File: src/rtl/mux8_arb_pkg.sv
// Shared types and sizing helpers for the MUX8 round-robin arbiter.
package mux8_arb_pkg;

  typedef enum logic [1:0] {IDLE, GRANT, GAP} arb_state_t;

  localparam int unsigned N_REQ = 8;
  localparam int unsigned SEL_W = 3;

  // Bits needed to count up to max(hold_min, timeout).
  function automatic int unsigned cnt_width(input int unsigned hold_min,
                                            input int unsigned timeout);
    int unsigned m;
    int unsigned w;
    m = (timeout > hold_min) ? timeout : hold_min;
    w = 1;
    for (int unsigned i = 1; i < 32; i++) begin
      if ((m >> i) != 0) w = i + 1;
    end
    return w;
  endfunction

endpackage

File: src/rtl/rr_pick8.sv
// Rotating-priority encoder: first set request at or after ptr, wrapping mod 8.
module rr_pick8
  import mux8_arb_pkg::*;
(
  input  logic [N_REQ-1:0] req,
  input  logic [SEL_W-1:0] ptr,
  output logic             found,
  output logic [SEL_W-1:0] idx
);

  logic [N_REQ-1:0] win;
  logic [SEL_W-1:0] off;

  // Rotating the doubled vector right by ptr puts the search order at bit 0 upward.
  assign win = N_REQ'({req, req} >> ptr);

  always_comb begin
    off = '0;
    for (int unsigned i = N_REQ; i > 0; i--) begin
      if (win[i-1]) off = SEL_W'(i - 1);
    end
    idx   = ptr + off;
    found = |req;
  end

endmodule

File: src/rtl/mux8_rr_arbiter.sv
// Round-robin owner sequencer driving the shared MUX8 select, with hold-minimum,
// optional timeout and a one-cycle dead gap between owners.
module mux8_rr_arbiter
  import mux8_arb_pkg::*;
#(
  parameter int unsigned HOLD_MIN = 1,
  parameter int unsigned TIMEOUT  = 0
) (
  input  logic             CLK,
  input  logic             RESETN,
  input  logic             EN,
  input  logic [N_REQ-1:0] REQ,
  output logic [N_REQ-1:0] GNT,
  output logic [SEL_W-1:0] SEL,
  output logic             VALID,
  output logic             TOUT
);

  localparam int unsigned CNT_MAX = (TIMEOUT > HOLD_MIN) ? TIMEOUT : HOLD_MIN;
  localparam int unsigned CW      = cnt_width(HOLD_MIN, TIMEOUT);
  localparam logic [CW-1:0] CNT_MAX_V = CW'(CNT_MAX);
  localparam logic [CW-1:0] HOLD_V    = CW'(HOLD_MIN);
  localparam logic [CW-1:0] TOUT_V    = CW'(TIMEOUT);
  localparam logic [CW-1:0] CNT_ONE   = CW'(1);

  arb_state_t       state_q, state_d;
  logic [SEL_W-1:0] ptr_q, ptr_d;
  logic [CW-1:0]    cnt_q, cnt_d;
  logic [N_REQ-1:0] gnt_q, gnt_d;
  logic [SEL_W-1:0] sel_q, sel_d;
  logic             valid_q, valid_d;
  logic             tout_q, tout_d;

  logic             found;
  logic [SEL_W-1:0] pick_idx;
  logic             owner_req;
  logic             rel_normal, rel_forced, release_now, start_grant;

  rr_pick8 u_pick (
    .req   (REQ),
    .ptr   (ptr_q),
    .found (found),
    .idx   (pick_idx)
  );

  assign owner_req   = REQ[sel_q];
  assign rel_normal  = !owner_req && (cnt_q >= HOLD_V);
  assign rel_forced  = (TIMEOUT != 0) && owner_req && (cnt_q == TOUT_V);
  assign release_now = rel_normal || rel_forced;
  assign start_grant = EN && found;

  always_ff @(posedge CLK or negedge RESETN) begin
    if (!RESETN) state_q <= IDLE;
    else         state_q <= state_d;
  end

  always_comb begin
    state_d = state_q;
    unique case (state_q)
      IDLE, GAP: state_d = start_grant ? GRANT : IDLE;
      GRANT:     if (release_now) state_d = GAP;
      default:   state_d = IDLE;
    endcase
  end

  always_comb begin
    gnt_d   = gnt_q;
    sel_d   = sel_q;
    valid_d = valid_q;
    tout_d  = 1'b0;
    ptr_d   = ptr_q;
    cnt_d   = cnt_q;
    unique case (state_q)
      IDLE, GAP: begin
        gnt_d   = '0;
        valid_d = 1'b0;
        if (start_grant) begin
          gnt_d[pick_idx] = 1'b1;
          sel_d           = pick_idx;
          valid_d         = 1'b1;
          cnt_d           = CNT_ONE;
        end
      end
      GRANT: begin
        if (release_now) begin
          gnt_d   = '0;
          valid_d = 1'b0;
          ptr_d   = sel_q + SEL_W'(1);
          tout_d  = rel_forced;
        end else if (cnt_q < CNT_MAX_V) begin
          cnt_d = cnt_q + CNT_ONE;
        end
      end
      default: begin
        gnt_d   = '0;
        valid_d = 1'b0;
      end
    endcase
  end

  always_ff @(posedge CLK or negedge RESETN) begin
    if (!RESETN) begin
      gnt_q   <= '0;
      sel_q   <= '0;
      valid_q <= 1'b0;
      tout_q  <= 1'b0;
      ptr_q   <= '0;
      cnt_q   <= '0;
    end else begin
      gnt_q   <= gnt_d;
      sel_q   <= sel_d;
      valid_q <= valid_d;
      tout_q  <= tout_d;
      ptr_q   <= ptr_d;
      cnt_q   <= cnt_d;
    end
  end

  assign GNT   = gnt_q;
  assign SEL   = sel_q;
  assign VALID = valid_q;
  assign TOUT  = tout_q;

endmodule

File: config.mk
export PLATFORM = sky130hd
export DESIGN_NAME = mux8_rr_arbiter
export DESIGN_NICKNAME = d
export VERILOG_FILES = /design/src/rtl/mux8_arb_pkg.sv /design/src/rtl/rr_pick8.sv /design/src/rtl/mux8_rr_arbiter.sv
export SDC_FILE = /design/constraint.sdc
export NUM_CORES = 1
export LEC_CHECK = 0
export ABC_AREA = 1
export CAP_MARGIN = 20
export CORE_UTILIZATION = 47
export CTS_BUF_LIST = sky130_fd_sc_hd__clkbuf_16
export CTS_CLUSTER_SIZE = 16
export DETAILED_ROUTE_END_ITERATION = 10
export PLACE_DENSITY = 0.75
export SLEW_MARGIN = 20
export SYNTH_ARGS = -nofsm -noshare
export SYNTH_HDL_FRONTEND = slang
export SYNTH_SLANG_ARGS = --single-unit
export TNS_END_PERCENT = 5
File: constraint.sdc
create_clock -name CLK -period 2.4 [get_ports CLK]
set_input_delay 0.36 -clock CLK [delete_from_list [all_inputs] [get_ports CLK]]
set_output_delay 0.36 -clock CLK [all_outputs]
set_load 0.02 [all_outputs]
## Word level (Yosys, flattened, before mapping)

Cells that the tools add are included.

- Shifts and indexed selects: 1
- Equality and inequality tests: 6
- Add/subtract/negate cells: 3
- Muxes and demuxes: 25
- $lt $le $gt $ge: 5
- Reduce and logical (&&, ||, !) cells: 11

Operators by type and width:

| cell | number |
|---|---|
| 3-bit two-way mux | 8 |
| 8-bit two-way mux | 2 |
| 8-bit one-hot mux with 2 select lines | 1 |
| 16-bit by 3-bit >> shifter with 8-bit output | 1 |
| 3-bit by 4-bit < comparator with 1-bit output (second input constant) | 2 |
| 1-bit two-way mux | 8 |
| 2-bit inequality test (second input constant) | 4 |
| 8-bit OR reduction | 1 |
| 1-bit one-hot mux with 2 select lines | 2 |
| 2-bit one-hot mux with 2 select lines | 1 |
| 2-bit AND reduction | 2 |
| 4-bit AND reduction | 1 |
| 3-bit by 1-bit adder with 3-bit output (second input constant) | 1 |
| 3-bit adder | 1 |
| 1-bit binary-select mux with 3-bit select | 1 |
| 1-bit demux with 3-bit select | 1 |
| 3-bit by 1-bit greater-or-equal comparator with 1-bit output (second input constant) | 1 |
| 1-bit logical AND | 3 |
| 2-bit by 1-bit equality test with 1-bit output (second input constant) | 1 |
| 2-bit equality test (second input constant) | 1 |
| 2-bit zero test | 1 |
| 2-bit two-way mux | 1 |
| 2-bit nonzero test | 1 |
| 2-bit OR reduction | 1 |
| 4 further kinds | 4 |

- Word-level logic and storage cells: 57
- Flip-flop bits (word level): 18
- Output and inout port bits: 13

## Depth between registers and ports, before layout

- Word-level depth: 16
- Depth in mapped cells: 20

## Modules after synthesis

From an unflattened synthesis, not the netlist that was laid out.

- Cell total of the unflattened synthesis: 193
- Area total of the unflattened synthesis: 1428.9 um2

By module, submodules not included:

| module | sequential area each (um2) | area an instance (um2) | cells each | instances |
|---|---|---|---|---|
| mux8_rr_arbiter | 425.4 | 845.8 | 94 | 1 |
| rr_pick8 | 0.0 | 583.1 | 99 | 1 |

## Worst setup path after synthesis

No wires, ideal clock.

- Kind: flip-flop to flip-flop
- From: reg ptr_q[0]
- To: reg gnt_q[0], in the netlist GNT[0]
- Clock period less this slack: 2.575 ns
- Data arrival time: 2.457 ns
- Stages on the path, launching flop included: 20
- Setup slack: -0.175 ns
- Path buffers: 1
- Required time: 2.282 ns
- Path through: dfrtp_1 > buf_6 > inv_6 > nand2_2 > nand3_1 > nand3_1 > nand2_2 > nand2_1 > a21oi_1 > o21bai_1 > a21oi_1 > ha_1 > inv_1 > fa_1 > xor2_1 > inv_1 > nand3_4 > nand2_4 > nand3_1 > nand2_1

- Word-level cells in the longest chain between the ends: 16

Ends and longest elaborated chain:

| item | RTL line | source |
|---|---|---|
| start: declaration | mux8_rr_arbiter.sv:27 | `logic [SEL_W-1:0] ptr_q, ptr_d;` |
| start signal: assignment | mux8_rr_arbiter.sv:114 | `ptr_q <= ptr_d;` |
| 16-bit by 3-bit >> shifter with 8-bit output | rr_pick8.sv:15 | `assign win = N_REQ'({req, req} >> ptr);` |
| 3-bit two-way mux (8 in a row) | rr_pick8.sv:20 | `if (win[i-1]) off = SEL_W'(i - 1);` |
| 3-bit adder * | rr_pick8.sv:22 | `idx = ptr + off;` |
| 3-bit by 4-bit < comparator with 1-bit output (not written as such) or 3-bit by 1-bit greater-or-equal comparator with 1-bit output (tied branches) | mux8_rr_arbiter.sv:78 | `gnt_d[pick_idx] = 1'b1;` |
| 1-bit logical AND (not written as such) | mux8_rr_arbiter.sv:78 |  |
| 1-bit two-way mux (not written as such) | mux8_rr_arbiter.sv:78 |  |
| 1-bit demux with 3-bit select * | mux8_rr_arbiter.sv:78 |  |
| 8-bit two-way mux * | mux8_rr_arbiter.sv:77 | `if (start_grant) begin` |
| 8-bit one-hot mux with 2 select lines * | mux8_rr_arbiter.sv:73 | `unique case (state_q)` |
| end signal: assignment | mux8_rr_arbiter.sv:110 | `gnt_q <= gnt_d;` |
| end: declaration | mux8_rr_arbiter.sv:29 | `logic [N_REQ-1:0] gnt_q, gnt_d;` |

Every way passes the cells marked *; elsewhere a longest branch is shown, timed or not.
A chain may end at the register's enable or synchronous reset.

## Worst setup path after layout

Same ends and word-level chain as after synthesis.

==> impl_metrics.ini <==
[placement]
dp.final_hpwl_um = 2650
pre_cts_ws_ns = -0.617
placedInstanceArea_um2 = 1770
globalplace.congestion = 0.803
io_buffer_count = 22

[route]
drt_wl_total_um = 3810
ant_nets = 0
detail_route.drc_violations = 0
initialDrtViolationCount = 49
detailroute.via_count = 1475
firstDrtPassIters = 4
routed_wire_length_per_instance_um = 13.8
post_drt_via_cell_ratio = 5.36

[floorplanning]
placement_rows = 19
floorplan.initialDensity = 0.493
core_area_um2 = 2760
chipWidth_um = 55.8
ios = 24
floorplan.die_area_um2 = 3110
floorplan.die.height_um = 55.8

[finish]
nFillCells = 212
area_occupied_by_multi_input_gates_um2 = 902
antenna_cells = 0
fin_nets = 259
final_core_util = 0.708
synthToLayoutAreaGrowth_pct = 43.7
cell_area_after_layout_um2 = 1950
post_route_cells_drive_above_1_share = 0.357
regArea_um2 = 428

[sta]
max_freq_mhz = 372
period_share = 1.12
timing_worst_slew_pin_value_ns = 0.770
final_number_of_max_transition_violations = 0
finalClockSkew_ns = 0.00411
timing_hold_violations_final = 0
setup_viol = 10
layout_min_cycle_time_ns = 2.69
setup_ws_ns = -0.287
rsz_0062_raised_after_global_routing = true
relSlewSlack = 0.485

[worst_setup_path]
worst-setup-path-type = reg -> reg
setup.worst_path.end_class = flop
timing.critical_path.from_type = flop
biggest_fanout_along_the_worst_timing_path = 8
timing.critical_path.arrival_ns = 2.83
critical_path_required_ns = 2.54

[cts]
tritoncts = built
clkLatencyLatePin_ns = 0.25
post_cts_hold_buffer_count = 0
path_clk_slew_ns = 0.05
clock_path_buffers = 2
root_buffer = clkbuf_16
cts_sinks = 17
cts_buf_count = 3
cts-htree-levels = 1

[synthesis]
syn-instance-count = 194
synth_top_cells_by_count = nand2_1, nand3_1, dfrtp_1, inv_1, nand2_2
synthesis.yosys.warnings = 0
ys_seq_elements = 17
synth.cell_area_um2 = 1360
postSynth.topFlopCell = dfrtp_1
synth_largest_area_cell = dfrtp_1
synth_edf_count = 0
syn-num-nets = 208
synth_most_common_cell = nand2_1
post_synth_num_cell_types = 29
syn_avg_cell_area_um2 = 7.00
synthDominantCellAreaShare = 0.313
sequential_to_total_area_share_from_yosys_stat = 0.313
largest_cells_by_area_after_synthesis = dfrtp_1, nand2_1, nand3_1
ys_async_sr_fraction = 1.00

[outcome]
failing_checks = negative setup slack
status = complete, but fails checks

[grt]
global_route_total_overflow = 0
wire_length_of_the_first_global_routing_pass_um = 6090
groute.usage.overall = 0.245
vias_in_the_first_global_route = 1448
antenna_found_initial = 0
grt_start_max_net_pins = 18

[pwr]
power_frac_clock = 0.110
irDropWorstVdd_uv = 1340
power.switching_mw = 1.48
power.total_mw = 3.01
power_switching_share = 0.491
internal_power_mw = 1.53
power.sequential.fraction = 0.168
power_frac_comb = 0.722
p_per_area_nw_per_um2 = 1540
power.static_leakage_nw = 1.02

[hold_path]
hp-class = reg -> reg

[job]
count_of_maximum_capacitance_violations = 0
==> repair_timing <==
action | CTS | global route
buffers inserted | 0 | 4
setup endpoints to repair | 10 | 10
resized for setup | 12 | 22
pin swaps | 2 | 4
==> logic make-up after synthesis <==
group           share of synthesized area
compound gates                     0.0598
xor+xnor                           0.0129
fa+ha+maj                          0.0331
buf+inv                            0.0912
flops                               0.313
other cells                       0.00276
simple gates                        0.487
==> stage by stage <==
stage / hold WS [ns] / std cells / TNS (ns)
3_3_place_gp: 0.457 / 267 / -4.95
2_1_floorplan: 0.0644 / 194 / -0.365
3_5_place_dp: 0.463 / 267 / -5.82
5_1_grt: 0.486 / 275 / -3.73
6_report: 0.475 / 275 / -2.24
4_1_cts: 0.481 / 271 / -2.18
==> layout by cell type (no fill, tap or decap), drive strengths merged, types with 2 or more instances in the layout <==
cell and n:
clkbuf 3, dlygate4sd2 8, nand4 5, dfrtp 17, buf 28, nand2 81, a21oi 5, clkdlybuf4s50 14
ha 2, inv 20, nor2 14, o21ai 6, o21bai 2, nand3 31
==> power by group through the flow <==
stage / Clock [mW] / Combinational (mW) / Sequential [mW]
2_1_floorplan: 0 / 1.21 / 0.559
3_3_place_gp: 0 / 1.86 / 0.517
3_5_place_dp: 0 / 1.92 / 0.523
4_1_cts: 0.333 / 1.97 / 0.524
5_1_grt: 0.344 / 2.38 / 0.516
6_report: 0.330 / 2.17 / 0.506
==> flip-flops by register name, summed over array words and instances (netlist names) <==
name / cells
GNT: 8
SEL: 3
VALID: 1
cnt_q: 1
ptr_q: 3
state_q: 1
==> cell type report <==
type,count,area share
Sequential cell,17,0.219
Tap cell,31,0.0199
Multi-Input combinational cell,153,0.462
Clock buffer,3,0.0384
Timing Repair Buffer,50,0.215
Inverter,20,0.0436
Clock inverter,1,0.00192
==> final timing paths <==
check,slack [ns],depth (start not counted),startpoint,to
hold / removal,0.47,1,cnt_q,cnt_q
setup reg to reg,-0.29,19,ptr_q[0],GNT[0]
setup / recovery,-0.29,19,ptr_q[0],GNT[0]
max in group asynchronous,1.30,1,RESETN,ptr_q[1]
hold reg to reg,0.47,1,cnt_q,cnt_q
min in group asynchronous,0.57,1,RESETN,GNT[0]
==> critical path, stage by stage, from the launching register on <==
cell      delay [ns]
dfrtp_2         0.42
buf_4           0.18
inv_8           0.09
nand2_2         0.07
nand3_2         0.09
nand3_2         0.09
nand2_2         0.08
nand2_1         0.06
a21oi_2         0.11
o21bai_1        0.10
a21oi_2         0.14
ha_2            0.17
inv_1           0.04
fa_2            0.34
xor2_2          0.17
buf_4           0.14
nand2_4         0.09
nand2_4         0.07
nand3_1         0.08
nand2_1         0.06
==> metal layers <==
| layer | part of all wire | GRT usage | wire (um) |
|---|---|---|---|
| met5 | 0 | 0 | 0 |
| met4 | 0.031 | 0.118 | 118 |
| met3 | 0.044 | 0.0209 | 167 |
| met2 | 0.52 | 0.439 | 1980 |
| met1 | 0.40 | 0.294 | 1540 |
Power figures use the tool's default switching activity.
